[src/rtl/hilo_muldiv.sv]
// Iterative HI/LO multiply/divide unit for the execute stage.
// Shift-add multiply and restoring divide, one bit per cycle, then a sign-fix cycle.
`timescale 1ns/1ps
module hilo_muldiv (
  input  logic        clk,
  input  logic        reset,
  input  logic        Start,
  input  logic [2:0]  Op,
  input  logic [31:0] SrcA,
  input  logic [31:0] SrcB,
  input  logic [1:0]  mf,
  output logic [31:0] HLOut,
  output logic        Busy,
  output logic        StallReq
);

  localparam int unsigned DataW  = 32;
  localparam int unsigned CountW = 6;
  localparam int unsigned LastIter = DataW - 1;

  localparam logic [1:0] IDLE = 2'd0;
  localparam logic [1:0] RUN  = 2'd1;
  localparam logic [1:0] FIX  = 2'd2;

  localparam logic [2:0] opMult  = 3'b001;
  localparam logic [2:0] opMultu = 3'b010;
  localparam logic [2:0] opDiv   = 3'b011;
  localparam logic [2:0] opDivu  = 3'b100;
  localparam logic [2:0] opMthi  = 3'b101;
  localparam logic [2:0] opMtlo  = 3'b110;

  logic [1:0]          state, stateNext;
  logic [DataW-1:0]    hi, lo;
  logic [DataW:0]      accA;
  logic [DataW-1:0]    shQ, mReg;
  logic [CountW-1:0]   count;
  logic                negQ, negR, latchDiv, divZero;

  logic                isArith, isSigned, isDiv;
  logic [DataW-1:0]    absA, absB;
  logic [DataW:0]      multSum;
  logic [DataW:0]      divShift;
  logic [DataW+1:0]    divDiff;
  logic [2*DataW-1:0]  prod, prodFix;
  logic [DataW-1:0]    quotFix, remFix;

  // Operation decode
  always_comb begin
    isArith  = (Op == opMult) || (Op == opMultu) || (Op == opDiv) || (Op == opDivu);
    isSigned = (Op == opMult) || (Op == opDiv);
    isDiv    = (Op == opDiv)  || (Op == opDivu);
    absA     = (isSigned && SrcA[DataW-1]) ? DataW'(-SrcA) : SrcA;
    absB     = (isSigned && SrcB[DataW-1]) ? DataW'(-SrcB) : SrcB;
  end

  // One iteration of shift-add multiply and restoring divide
  always_comb begin
    multSum  = {1'b0, accA[DataW-1:0]} + (shQ[0] ? {1'b0, mReg} : (DataW+1)'(0));
    divShift = {accA[DataW-1:0], shQ[DataW-1]};
    divDiff  = {1'b0, divShift} - {2'b00, mReg};
  end

  // Sign correction applied in the FIX cycle
  always_comb begin
    prod    = {accA[DataW-1:0], shQ};
    prodFix = negQ ? (2*DataW)'(-prod) : prod;
    quotFix = negQ ? DataW'(-shQ) : shQ;
    remFix  = negR ? DataW'(-accA[DataW-1:0]) : accA[DataW-1:0];
  end

  // State register
  always_ff @(posedge clk) begin
    if (reset) state <= IDLE;
    else       state <= stateNext;
  end

  // Next-state logic
  always_comb begin
    stateNext = state;
    case (state)
      IDLE:    if (Start && isArith) stateNext = RUN;
      RUN:     if (count == CountW'(LastIter)) stateNext = FIX;
      FIX:     stateNext = IDLE;
      default: stateNext = IDLE;
    endcase
  end

  // Datapath and HI/LO registers
  always_ff @(posedge clk) begin
    if (reset) begin
      hi       <= '0;
      lo       <= '0;
      accA     <= '0;
      shQ      <= '0;
      mReg     <= '0;
      count    <= '0;
      negQ     <= 1'b0;
      negR     <= 1'b0;
      latchDiv <= 1'b0;
      divZero  <= 1'b0;
      Busy     <= 1'b0;
    end else begin
      Busy <= (stateNext != IDLE);
      case (state)
        IDLE: begin
          if (Start) begin
            if (Op == opMthi) hi <= SrcA;
            if (Op == opMtlo) lo <= SrcA;
            if (isArith) begin
              accA     <= '0;
              shQ      <= absA;
              mReg     <= absB;
              count    <= '0;
              negQ     <= isSigned && (SrcA[DataW-1] ^ SrcB[DataW-1]);
              negR     <= (Op == opDiv) && SrcA[DataW-1];
              latchDiv <= isDiv;
              divZero  <= isDiv && (SrcB == '0);
            end
          end
        end
        RUN: begin
          count <= count + CountW'(1);
          if (latchDiv) begin
            // Keep the shifted remainder when the trial subtraction goes negative
            accA <= divDiff[DataW+1] ? divShift : divDiff[DataW:0];
            shQ  <= {shQ[DataW-2:0], ~divDiff[DataW+1]};
          end else begin
            accA <= {1'b0, multSum[DataW:1]};
            shQ  <= {multSum[0], shQ[DataW-1:1]};
          end
        end
        FIX: begin
          if (latchDiv) begin
            // With a zero divisor the remainder path restores the raw dividend
            hi <= remFix;
            lo <= divZero ? '1 : quotFix;
          end else begin
            hi <= prodFix[2*DataW-1:DataW];
            lo <= prodFix[DataW-1:0];
          end
        end
        default: ;
      endcase
    end
  end

  assign HLOut    = (mf == 2'b10) ? hi : (mf == 2'b11) ? lo : '0;
  assign StallReq = Busy & (Start | mf[1]);

endmodule

[config.mk]
export PLATFORM = sky130hd
export DESIGN_NAME = hilo_muldiv
export DESIGN_NICKNAME = d
export VERILOG_FILES = /design/src/rtl/hilo_muldiv.sv
export SDC_FILE = /design/constraint.sdc
export NUM_CORES = 1
export LEC_CHECK = 0
export BUFFER_PORTS_ARGS = -buffer_cell sky130_fd_sc_hd__buf_2
export CAP_MARGIN = 30
export CELL_PAD_IN_SITES_DETAIL_PLACEMENT = 0
export CELL_PAD_IN_SITES_GLOBAL_PLACEMENT = 1
export CORE_MARGIN = 8
export CORE_UTILIZATION = 41
export CTS_CLUSTER_DIAMETER = 60
export CTS_CLUSTER_SIZE = 16
export DETAILED_ROUTE_END_ITERATION = 8
export GPL_TIMING_DRIVEN = 0
export PLACE_DENSITY_LB_ADDON = 0.05
export SLEW_MARGIN = 30
export SYNTH_ARGS = -nofsm -noshare
export SYNTH_HDL_FRONTEND = slang
export SYNTH_SLANG_ARGS = --single-unit
export TNS_END_PERCENT = 5
[constraint.sdc]
create_clock -name clk -period 3 [get_ports clk]
set_clock_uncertainty 0.05 [all_clocks]
set_input_delay 0.15 -clock clk [delete_from_list [all_inputs] [get_ports clk]]
set_output_delay 0.15 -clock clk [all_outputs]
set_load 0.01 [all_outputs]
# Word-level counts from Yosys, hierarchy flattened
# Index checks and enable logic that the tools add are counted.
[word_totals]
register_bits = 173
latchBits = 0
mem_bits_rw = 0
rom_bits = 0
in_bits = 72
output_inout_bits = 34
wordCells = 91
n_memories = 0
[classes]
n_addsub = 8
n_mul = 0
div_mod_pow = 0
order_cmp = 0
n_eq_ne = 15
n_shift = 0
n_mux = 32
n_bitwise = 4
reduce_logical = 20
[op_table]
columns = ["op", "count"]
rows = [
  ["32-bit 2-to-1 mux", 21],
  ["32-bit one-hot mux with 2 select lines", 4],
  ["32-bit negator", 4],
  ["64-bit 2-to-1 mux", 1],
  ["64-bit negator", 1],
  ["33-bit by 32-bit subtractor with 34-bit output", 1],
  ["32-bit by 32-bit adder with 33-bit output", 1],
  ["32-bit logical NOT", 1],
  ["6-bit 2-to-1 mux", 2],
  ["6-bit one-hot mux with 2 select lines", 1],
  ["3-bit AND reduction", 4],
  ["3-bit == test (second input constant)", 3],
  ["2-bit != test (second input constant)", 4],
  ["6-bit by 1-bit adder with 6-bit output (second input constant)", 1],
  ["2-bit == test (second input constant)", 3],
  ["3-bit by 2-bit == test with 1-bit output (second input constant)", 2],
  ["6-bit by 5-bit == test with 1-bit output (second input constant)", 1],
  ["1-bit logical AND", 6],
  ["2-bit nonzero test", 3],
  ["1-bit logical OR", 5],
  ["2-bit 2-to-1 mux", 2],
  ["2-bit one-hot mux with 2 select lines", 1],
  ["3-bit by 1-bit == test with 1-bit output (second input constant)", 1],
  ["2-bit by 1-bit == test with 1-bit output (second input constant)", 1],
  ["other kinds (5)", 5],
]

# Depth between registers and ports, before layout
# Gate-level depths: netlist (run 1).
[depth]
word_depth = 8
mapped_depth = 14
depth_no_buf = 13

# Least setup slack after synthesis (run 1)
# Ideal clock, no wire load.
[synth_path]
kind = "register -> register"
start = "register shQ[0]"
end = "register accA[30]"
setup_ps = 74
arrival_ps = 3098
t_required_ps = 2876
slack_ps = -222
stages_incl_launch_ff = 15
path_buffers = 2
synth_period_minus_slack_ps = 3222
path_cell_list = "dfxtp_1 > inv_1 > clkbuf_1 > nor2_1 > ha_1 > clkbuf_2 > o21a_1 > nor2_1 > or4b_2 > a21o_1 > nor2b_1 > o41ai_1 > xor2_1 > o21ai_0 > o21ai_0"
[synth_between]
elab_chain_cells = 4
[synth_rtl]
columns = ["element", "line", "rtl"]
rows = [
  ["start: declaration", "35", "logic [DataW-1:0] shQ, mReg;"],
  ["start signal: assignment", "111", "shQ <= absA;"],
  ["start signal: assignment", "126", "shQ <= {shQ[DataW-2:0], ~divDiff[DataW+1]};"],
  ["start signal: assignment", "129", "shQ <= {multSum[0], shQ[DataW-1:1]};"],
  ["32-bit 2-to-1 mux", "58", "multSum = {1'b0, accA[DataW-1:0]} + (shQ[0] ? {1'b0, mReg} : (DataW+1)'(0));"],
  ["32-bit by 32-bit adder with 33-bit output", "58", ""],
  ["32-bit 2-to-1 mux", "123", "if (latchDiv) begin"],
  ["32-bit one-hot mux with 2 select lines", "104", "case (state)"],
  ["end signal: assignment", "125", "accA <= divDiff[DataW+1] ? divShift : divDiff[DataW:0];"],
  ["end signal: assignment", "128", "accA <= {1'b0, multSum[DataW:1]};"],
  ["end: declaration", "34", "logic [DataW:0] accA;"],
]
# No other way between the ends.
# A chain may end at the register's enable or synchronous reset.

# Final worst setup path (run 1)
[layout_path]
start = "register shQ[0]"
end = "register accA[29]"
# The elaborated chain is that of the path after synthesis.

==> flow_summary.toml, run 1 <==
[sta]
finalHoldViolCount = 0
relSlewSlack = 0.341
fin_crit_sh = 1.12
finalMaxSlewViolations = 0
worst_slew_pin_slew_ns = 0.989
fin_crit_ns = 3.36
setup_violations = 44
rsz0062_at_grt = "yes"
tns_ns = -4.40
whs_ns = 0.0129
layout_setup_ws_ns = -0.358
fmax_ghz = 0.298

[die]
rows = 69
io_pins = 106
die_h_um = 204
die-area_sq_um = 41600
die_x_um = 204
initial_core_util = 0.412
core_area_sq_um = 35200

[global_route]
grt_pass1_wl_mm = 93.6
antenna_found_initial = 0
grt_usage = 0.294
grt_max_degree = 17
grt_pass1_vias = 15233
grt_overflow = 0

[place]
post-place-cells = 2527
io_buffer_count = 103
routabilityCongestion = 0.956
dp_slack_ns = -1.22
dpl.hpwl_mm = 49.4

[finish]
drive_above_1_share = 0.145
nets = 2258
final_cell_mix = "240 x nor2_1, 182 x a21oi_1, 160 x nand2_1"
final_common_cell = "nor2_1"
multiInputGateArea_sq_um = 10900
fin_cells = 2589
nFillCells = 3654
seq_area_sq_um = 3490
antenna_cells = 0
fin_util = 0.489
area_growth_pct = 18.7

[clock_tree]
cts.sinks = 173
clock_path_buffers = 2
tritoncts.num_buffers = 17
cts_tree = "done"
clock_latency_ns = 0.46
htreeDepth = 4
path_clk_slew_ns = 0.07
cts_root_buf = "clkbuf_16"

[worst_setup_path]
crit_slowest_cell = "dfxtp_4"
required_ns = 3.27
timing.critical_path.from_type = "register"
r2r_setup_slack_ns = -0.36
crit_chain = "and2_4 > ha_4 > inv_2 > fa_2 > nor2b_2 > o211ai_1 > a2111oi_4 > buf_4 > o2111ai_4 > a21boi_2 > o2111ai_2 > a22oi_2 > mux2i_1 > o211ai_1"
crit_fanout = 4
crit_path_frequent_cell = "o211ai_1"
critPathMaxStageDelay_ns = 0.39
worstSetupPathType = "reg2reg"
critPathCaptureType = "register"
cp.arrival_ns = 3.63

[synthesis]
synth_top_family_by_area = "compound AO/OA/AOI/OAI gates"
synth_top_area_share = 0.239
syn_avg_cell_area_sq_um = 7.39
synth_compound_area_frac = 0.285
syn_inst = 1963
synthArstFlopShare = 0
netlist_area_sq_um = 14500
synthAdderAreaFrac = 0.0623
synth-simple-area-share = 0.209
synth_xor_xnor_area_share = 0.101
synth_mux_area_frac = 0.0494
yosysTopAreaCell = "dfxtp_1"
synth-seq-area-share = 0.239
yosys_warnings = 0
ys_ff_latch = 173
synth_cell_types = 75
synthTopCellsByArea = "dfxtp_1 24%, a21oi_1 6.4%, nor2_1 6.4%, ha_1 6.0%, xnor2_1 5.6%"
synth_edf_count = 0
synth_nets = 2106
synth_ff_type = "dfxtp_1"

[power]
peakVddDrop_uv = 431
leakagePower_nw = 6.54
power_density_nw_per_um2 = 418

[outcome]
violations = "setup timing"
status = "complete, but fails checks"

[routing]
firstDrtPassIters = 5
postRouteAntennaNets = 0
vias = 15736
drt_iter0_drc = 1364
wl_per_cell_um = 24.2
routed_wl_mm = 62.7
drcViolationCount = 0
routed_via_density = 6.08

[flow_run]
maxCapViolCount = 0

[hold_path]
hp-class = "in2reg"
==> metal layers <==
layer | up-vias | wire length, um | track usage
li1 | 7441 | - | -
met1 | 7581 | 26100 | 0.361
met2 | 568 | 29200 | 0.493
met3 | 146 | 3540 | 0.0377
met4 | 0 | 3750 | 0.162
met5 | - | 0 | 0
==> layout make-up <==
cell class,instances,share of cell area
inverters,65,0.0145
clock inverters,14,0.0105
multi-input cells,1589,0.631
repair buffers,134,0.0455
flip-flops and latches,173,0.203
well taps,461,0.0335
plain buffers,135,0.0366
clock buffers,18,0.0255
==> where the power goes <==
part	total [mW]	leakage, nW	internal [mW]	switching (mW)
clock network	2.43	0.298	1.35	1.08
registers	2.57	1.42	2.42	0.152
logic	2.19	4.83	0.786	1.41
==> final timing paths <==
path,startpoint,cells after the start,to
setup / recovery,shQ[0],14,accA[29]
hold / removal,SrcB[13],3,mReg[13]
setup reg to reg,shQ[0],14,accA[29]
hold reg to reg,lo[4],2,lo[4]
==> synthesized netlist by cell type, drive strengths merged (16+ instances only) <==
| cell type | instances |
|---|---|
| a21o | 33 |
| xnor2 | 92 |
| nor3 | 49 |
| a211oi | 91 |
| a2111oi | 16 |
| inv | 65 |
| o221ai | 23 |
| or4 | 17 |
| dfxtp | 173 |
| xor2 | 75 |
| or3 | 17 |
| mux2i | 67 |
| ha | 69 |
| a21oi | 185 |
| nor2 | 246 |
| o21ai | 123 |
| a22oi | 22 |
| clkbuf | 122 |
| nor2b | 47 |
| o31ai | 22 |
| nand3 | 31 |
| nand2 | 163 |
==> stage by stage <==
step           power [mW]  instance area (sq um)
2_1_floorplan        3.91                  14500
3_3_place_gp         4.61                  15600
3_5_place_dp         4.62                  15600
4_1_cts              7.14                  16900
5_1_grt              7.51                  17200
6_report             7.19                  17200
==> critical path: cells and delay by family, from the launching register on <==
kind	cells	cell delay (ns)
AOI/OAI and AO/OA	7	1.49
buffers and inverters	2	0.23
DFF	1	0.39
and+or+nand+nor	2	0.31
muxes	1	0.27
adders and majority gates	2	0.47
==> registers in the layout (all words and copies together) (netlist names) <==
register	count
state	2
mReg	32
count	6
hi	32
accA	32
lo	32
divZero	1
shQ	32
negR	1
Busy	1
latchDiv	1
negQ	1
==> cells by family (layout without fill, tap and decap cells) <==
family,Yosys count,in the layout
AND/OR/NAND/NOR,646,646
adder cells (fa/ha/maj),71,71
buffers and inverters,201,366
XOR/XNOR,167,167
AO/OA/AOI/OAI,634,634
flip-flops,173,173
multiplexers,71,71
==> what timing repair did <==
| action | in CTS | in global routing |
|---|---|---|
| pin swaps | 38 | 24 |
| setup buffers | 15 | 2 |
| cloned | 0 | 0 |
| endpoints found under the hold margin | 14 | 0 |
| endpoints found under the setup margin | 75 | 76 |
| hold buffers | 14 | 0 |
| resized for setup | 111 | 66 |
Note: power is estimated with default switching activity, not from simulation.
==> inputs of run 2 (changes only) <==
- SETUP_SLACK_MARGIN: not set -> 0.2
==> run 2 against run 1 <==
  * The flow still finishes with violations (setup timing)
  * Critical path depth down 3
  * Sequential share of layout area down 0.33 points
  * Worst hold slack worse by 0.011 ns
  * Worst setup slack better by 0.10 ns
  * Wire length up 0.94%
  * Largest power group unchanged
==> flow_summary.toml, run 2 (synthesis gave the netlist of run 1 again) <==
[worst_setup_path]
r2r-start = "shQ[9]"
path_delay_family = "simple AND/OR/NAND/NOR gates"
critPathMaxStageDelay_ns = 0.54
crit_chain = "buf_6 > or4_4 > or3_4 > buf_6 > or3_4 > o21ai_4 > a21oi_1 > a21oi_1 > xnor2_1 > nor2_1 > a2111oi_0"
crit_slowest_cell = "or4_4"
required_ns = 3.28
crit_fanout = 8
crit_start = "shQ[9]"
cp.arrival_ns = 3.54
cp_num_buf_inv = 2
timing.critical_path.from_type = "register"
worstSetupPathType = "reg2reg"
critPathCaptureType = "register"

[sta]
relSlewSlack = 0.305
fmax_ghz = 0.307
finalMaxSlewViolations = 0
finalHoldViolCount = 0
tns_ns = -3.34
worst_slew_pin_slew_ns = 1.04
rsz0062_at_grt = "yes"
fin_crit_ns = 3.25
setup_violations = 35
layout_setup_ws_ns = -0.255
fin_crit_sh = 1.08

[finish]
seq_area_sq_um = 3500
nFillCells = 3651
multiInputGateArea_sq_um = 11000
antenna_cells = 0
drive_above_1_share = 0.171
final_common_cell = "nor2_1"
nets = 2282
final_area_sq_um = 17600
fin_util = 0.499
final_cell_mix = "237 x nor2_1, 173 x a21oi_1, 158 x nand2_1"
area_growth_pct = 21.1
fin_cells = 2613

[die]
initial_core_util = 0.412
core_area_sq_um = 35200
die-area_sq_um = 41600
io_pins = 106
rows = 69
die_x_um = 204
die_h_um = 204

[clock_tree]
cts_root_buf = "clkbuf_16"
cts_tree = "done"
clock_latency_ns = 0.47
tritoncts.num_buffers = 17
path_clk_slew_ns = 0.08
cts.sinks = 173
clock_path_buffers = 2
htreeDepth = 4

[global_route]
grt_max_degree = 17
grt_pass1_vias = 15286
grt_usage = 0.297
grt_overflow = 0
grt_pass1_wl_mm = 94.4
antenna_found_initial = 0

[place]
dpl_cell_area_sq_um = 15600
io_buffer_count = 103
dpl.hpwl_mm = 49.6
post-place-cells = 2527
routabilityCongestion = 0.967

[routing]
routed_wl_mm = 63.3
drt_iter0_drc = 1312
postRouteAntennaNets = 0
routed_via_density = 6.05
wl_per_cell_um = 24.2
vias = 15797
firstDrtPassIters = 7
drcViolationCount = 0

[flow_run]
maxCapViolCount = 0

[power]
power_density_nw_per_um2 = 407
leakagePower_nw = 6.67
total_power_mw = 7.15
peakVddDrop_uv = 438

[outcome]
status = "complete, but fails checks"
violations = "setup timing"

[hold_path]
hp-start = "SrcB[9]"
hp-class = "in2reg"
run 2: cell count changes in the layout (fill, tap and decap cells not counted), sizes merged:
cell           previous run  this run
buf                     135       158
bufinv                    3         1
clkbuf                  137       139
clkdlybuf4s15             1         0
clkinv                    4         5
clkinvlp                  2         1
dlygate4sd3              14        16
run 2: layout make-up:
cell class,count,share of cell area
Clock buffer,20,0.0249
Multi-Input combinational cell,1589,0.626
Sequential cell,173,0.199
Timing Repair Buffer,157,0.0569
Buffer,136,0.0380
Clock inverter,12,0.00734
Tap cell,461,0.0328
Inverter,65,0.0145
run 2: path summary, 6_finish.rpt:
path / cells past startpoint / slack (ns) / to
worst max register to register: 11 / -0.25 / hi[11]
worst min-delay path: 4 / 0.002 / mReg[9]
worst min register to register: 2 / 0.41 / lo[13]
worst max-delay path: 11 / -0.25 / hi[11]
run 2: repair_timing:
action / CTS / global route
gates resized for setup: 159 / 78
gates cloned: 1 / 1
endpoints found under the hold margin: 16 / 0
pin swaps: 43 / 43
setup endpoints to repair: 90 / 96
hold buffers: 16 / 0
buffers inserted: 21 / 15
run 2: power breakdown:
part	switching [mW]	leakage (nW)	total, mW	internal, mW
clock	1.12	0.275	2.29	1.17
combinational	1.44	4.97	2.29	0.845
sequential	0.156	1.42	2.57	2.42
total	2.72	6.67	7.15	4.43
run 2: through the flow:
step                hold WS [ns]  worst slack [ns]
detailed placement         0.395             -1.05
global route             0.00917            -0.374
global placement           0.390             -1.07
finish                   0.00171            -0.255
CTS                     0.000806            -0.259
floorplan                  0.236            0.0702
run 2: worst register-to-register path, delay by kind of cell, from the launching register on:
family	cells	cell delay, ns
AOI/OAI and AO/OA	4	0.98
xor gates and xnor gates	1	0.18
buffers and inverters	2	0.29
DFF	1	0.31
and+or+nand+nor	4	1.32
run 2: metal layers:
metal / global-route usage / wire [um] / up-vias
met5: 0 / 0 / -
li1: - / - / 7496
met4: 0.154 / 3560 / 0
met2: 0.498 / 29600 / 576
met1: 0.362 / 26400 / 7578
met3: 0.0507 / 3730 / 147
==> inputs of run 3 (changes only) <==
- RECOVER_POWER: not set -> 100
==> run 3 against run 2 <==
  * The flow finishes with violations (hold timing, setup timing)
  * Largest cell class unchanged
  * Die area stayed put
  * Final area is 0.37% lower
  * Cell count is the same
  * Register-to-register slack worse by 0.02 ns
  * Power is 0.14% lower
  * Global-route usage unchanged
  * Fmax shrank 0.50%
  * Flip-flop and latch count stayed put
  * Sequential share of layout area grew 0.074 points
  * Combinational power hardly changed
==> flow_summary.toml, run 3 (synthesis gave the netlist of run 1 again) <==
[clock_tree]
path_clk_slew_ns = 0.08
cts.sinks = 173
tritoncts.num_buffers = 17
htreeDepth = 4
cts_root_buf = "clkbuf_16"
clock_path_buffers = 2
cts_tree = "done"
clock_latency_ns = 0.47

[routing]
postRouteAntennaNets = 0
drt_iter0_drc = 1277
routed_wl_mm = 63.3
drcViolationCount = 0
vias = 15820
routed_via_density = 6.05
firstDrtPassIters = 5
wl_per_cell_um = 24.2

[sta]
layout_setup_ws_ns = -0.271
fin_crit_ns = 3.27
setup_violations = 39
whs_ns = -0.000539
fmax_ghz = 0.306
relSlewSlack = 0.289
rsz0062_at_grt = "yes"
finalMaxSlewViolations = 0
fin_crit_sh = 1.09
worst_slew_pin_slew_ns = 1.07
finalHoldViolCount = 1

[power]
peakVddDrop_uv = 438
leakagePower_nw = 6.51
power_density_nw_per_um2 = 408

[worst_setup_path]
r2r_end = "hi[11]"
rr_worst_depth = 11
crit_fanout = 8
timing.critical_path.from_type = "register"
cp.arrival_ns = 3.55
r2r_setup_slack_ns = -0.27
worstSetupPathType = "reg2reg"
critPathCaptureType = "register"
required_ns = 3.28
r2r-start = "shQ[9]"

[global_route]
grt_usage = 0.297
grt_overflow = 0
grt_pass1_wl_mm = 94.4
antenna_found_initial = 0
grt_max_degree = 17
grt_pass1_vias = 15286

[finish]
drive_above_1_share = 0.153
fin_util = 0.497
antenna_cells = 0
final_cell_mix = "237 x nor2_1, 173 x a21oi_1, 158 x nand2_1"
area_growth_pct = 20.7
nFillCells = 3667
fin_cells = 2613
final_common_cell = "nor2_1"
nets = 2282

[flow_run]
maxCapViolCount = 0

[die]
initial_core_util = 0.412
rows = 69
die-area_sq_um = 41600
core_area_sq_um = 35200
die_h_um = 204
die_x_um = 204
io_pins = 106

[place]
routabilityCongestion = 0.967
dpl.hpwl_mm = 49.6
io_buffer_count = 103
post-place-cells = 2527

[hold_path]
hp-class = "in2reg"
hp-start = "SrcB[9]"
hold_end = "mReg[9]"
hold_depth = 4

[outcome]
violations = "hold timing, setup timing"
status = "complete, but fails checks"
run 3: changes by cell type in the layout (fill, tap and decap cells not counted):
cell,change
clkbuf_2,-3
buf_1,-3
nor4_2,-1
o221ai_2,-1
nor4_1,+1
nor3_4,-1
buf_2,-34
o221ai_1,+1
nor3_2,+1
clkbuf_1,+40
run 3: final cells by class:
type | count | area [sq um] | share of cell area
Clock inverter | 12 | 129 | 0.00736
Inverter | 65 | 254 | 0.0145
Buffer | 136 | 664 | 0.0380
Tap cell | 461 | 577 | 0.0330
Clock buffer | 20 | 437 | 0.0249
Multi-Input combinational cell | 1589 | 11000 | 0.628
Sequential cell | 173 | 3500 | 0.200
Timing Repair Buffer | 157 | 957 | 0.0547
run 3: worst max path at each step:
| stage | start | end | slack [ns] | depth (start not counted) |
|---|---|---|---|---|
| after floorplan | accA[16] | hi[30] | 0.07 | 10 |
| after global placement | accA[0] | accA[9] | -1.07 | 10 |
| after detailed placement | accA[0] | accA[21] | -1.05 | 11 |
| after CTS | shQ[0] | accA[29] | -0.26 | 13 |
| after global routing | shQ[0] | accA[28] | -0.37 | 13 |
| final | shQ[9] | hi[11] | -0.27 | 11 |
run 3: per-stage QoR:
step | worst slack (ns) | instance area (sq um) | power [mW] | setup TNS (ns)
after global placement | -1.07 | 15600 | 4.63 | -37.81
after detailed placement | -1.05 | 15600 | 4.64 | -38.01
after CTS | -0.259 | 17100 | 7.07 | -4.49
after global routing | -0.374 | 17500 | 7.45 | -11.12
final | -0.271 | 17500 | 7.14 | -3.86
after floorplan | 0.0702 | 14600 | 3.92 | 0
run 3: routing by layer:
| layer | GRT usage | up-vias | share of wire |
|---|---|---|---|
| met4 | 0.154 | 0 | 0.057 |
| met1 | 0.362 | 7584 | 0.42 |
| li1 | - | 7499 | - |
| met5 | 0 | - | 0 |
| met2 | 0.498 | 587 | 0.47 |
| met3 | 0.0507 | 150 | 0.061 |
run 3: where the power goes:
group	total, mW	switching [mW]	internal (mW)
sequential	2.57	0.156	2.42
combinational	2.28	1.44	0.842
clock	2.29	1.12	1.17
total	7.14	2.71	4.43
run 3: repair_timing:
action	in CTS	in global routing
pin swaps	43	43
hold endpoints to repair	16	0
hold buffers	16	0
endpoints found under the setup margin	90	96
setup buffers	21	15
gates resized for setup	159	78
cloned	1	1
run 3: critical path, stage by stage, from the launching register on:
cell and delay [ns]:
dfxtp_1 0.31, buf_6 0.14, or4_4 0.54, or3_4 0.34, buf_6 0.15, or3_4 0.37, o21ai_4 0.26, a21oi_1 0.16
a21oi_1 0.19, xnor2_1 0.18, nor2_1 0.07, a2111oi_0 0.38
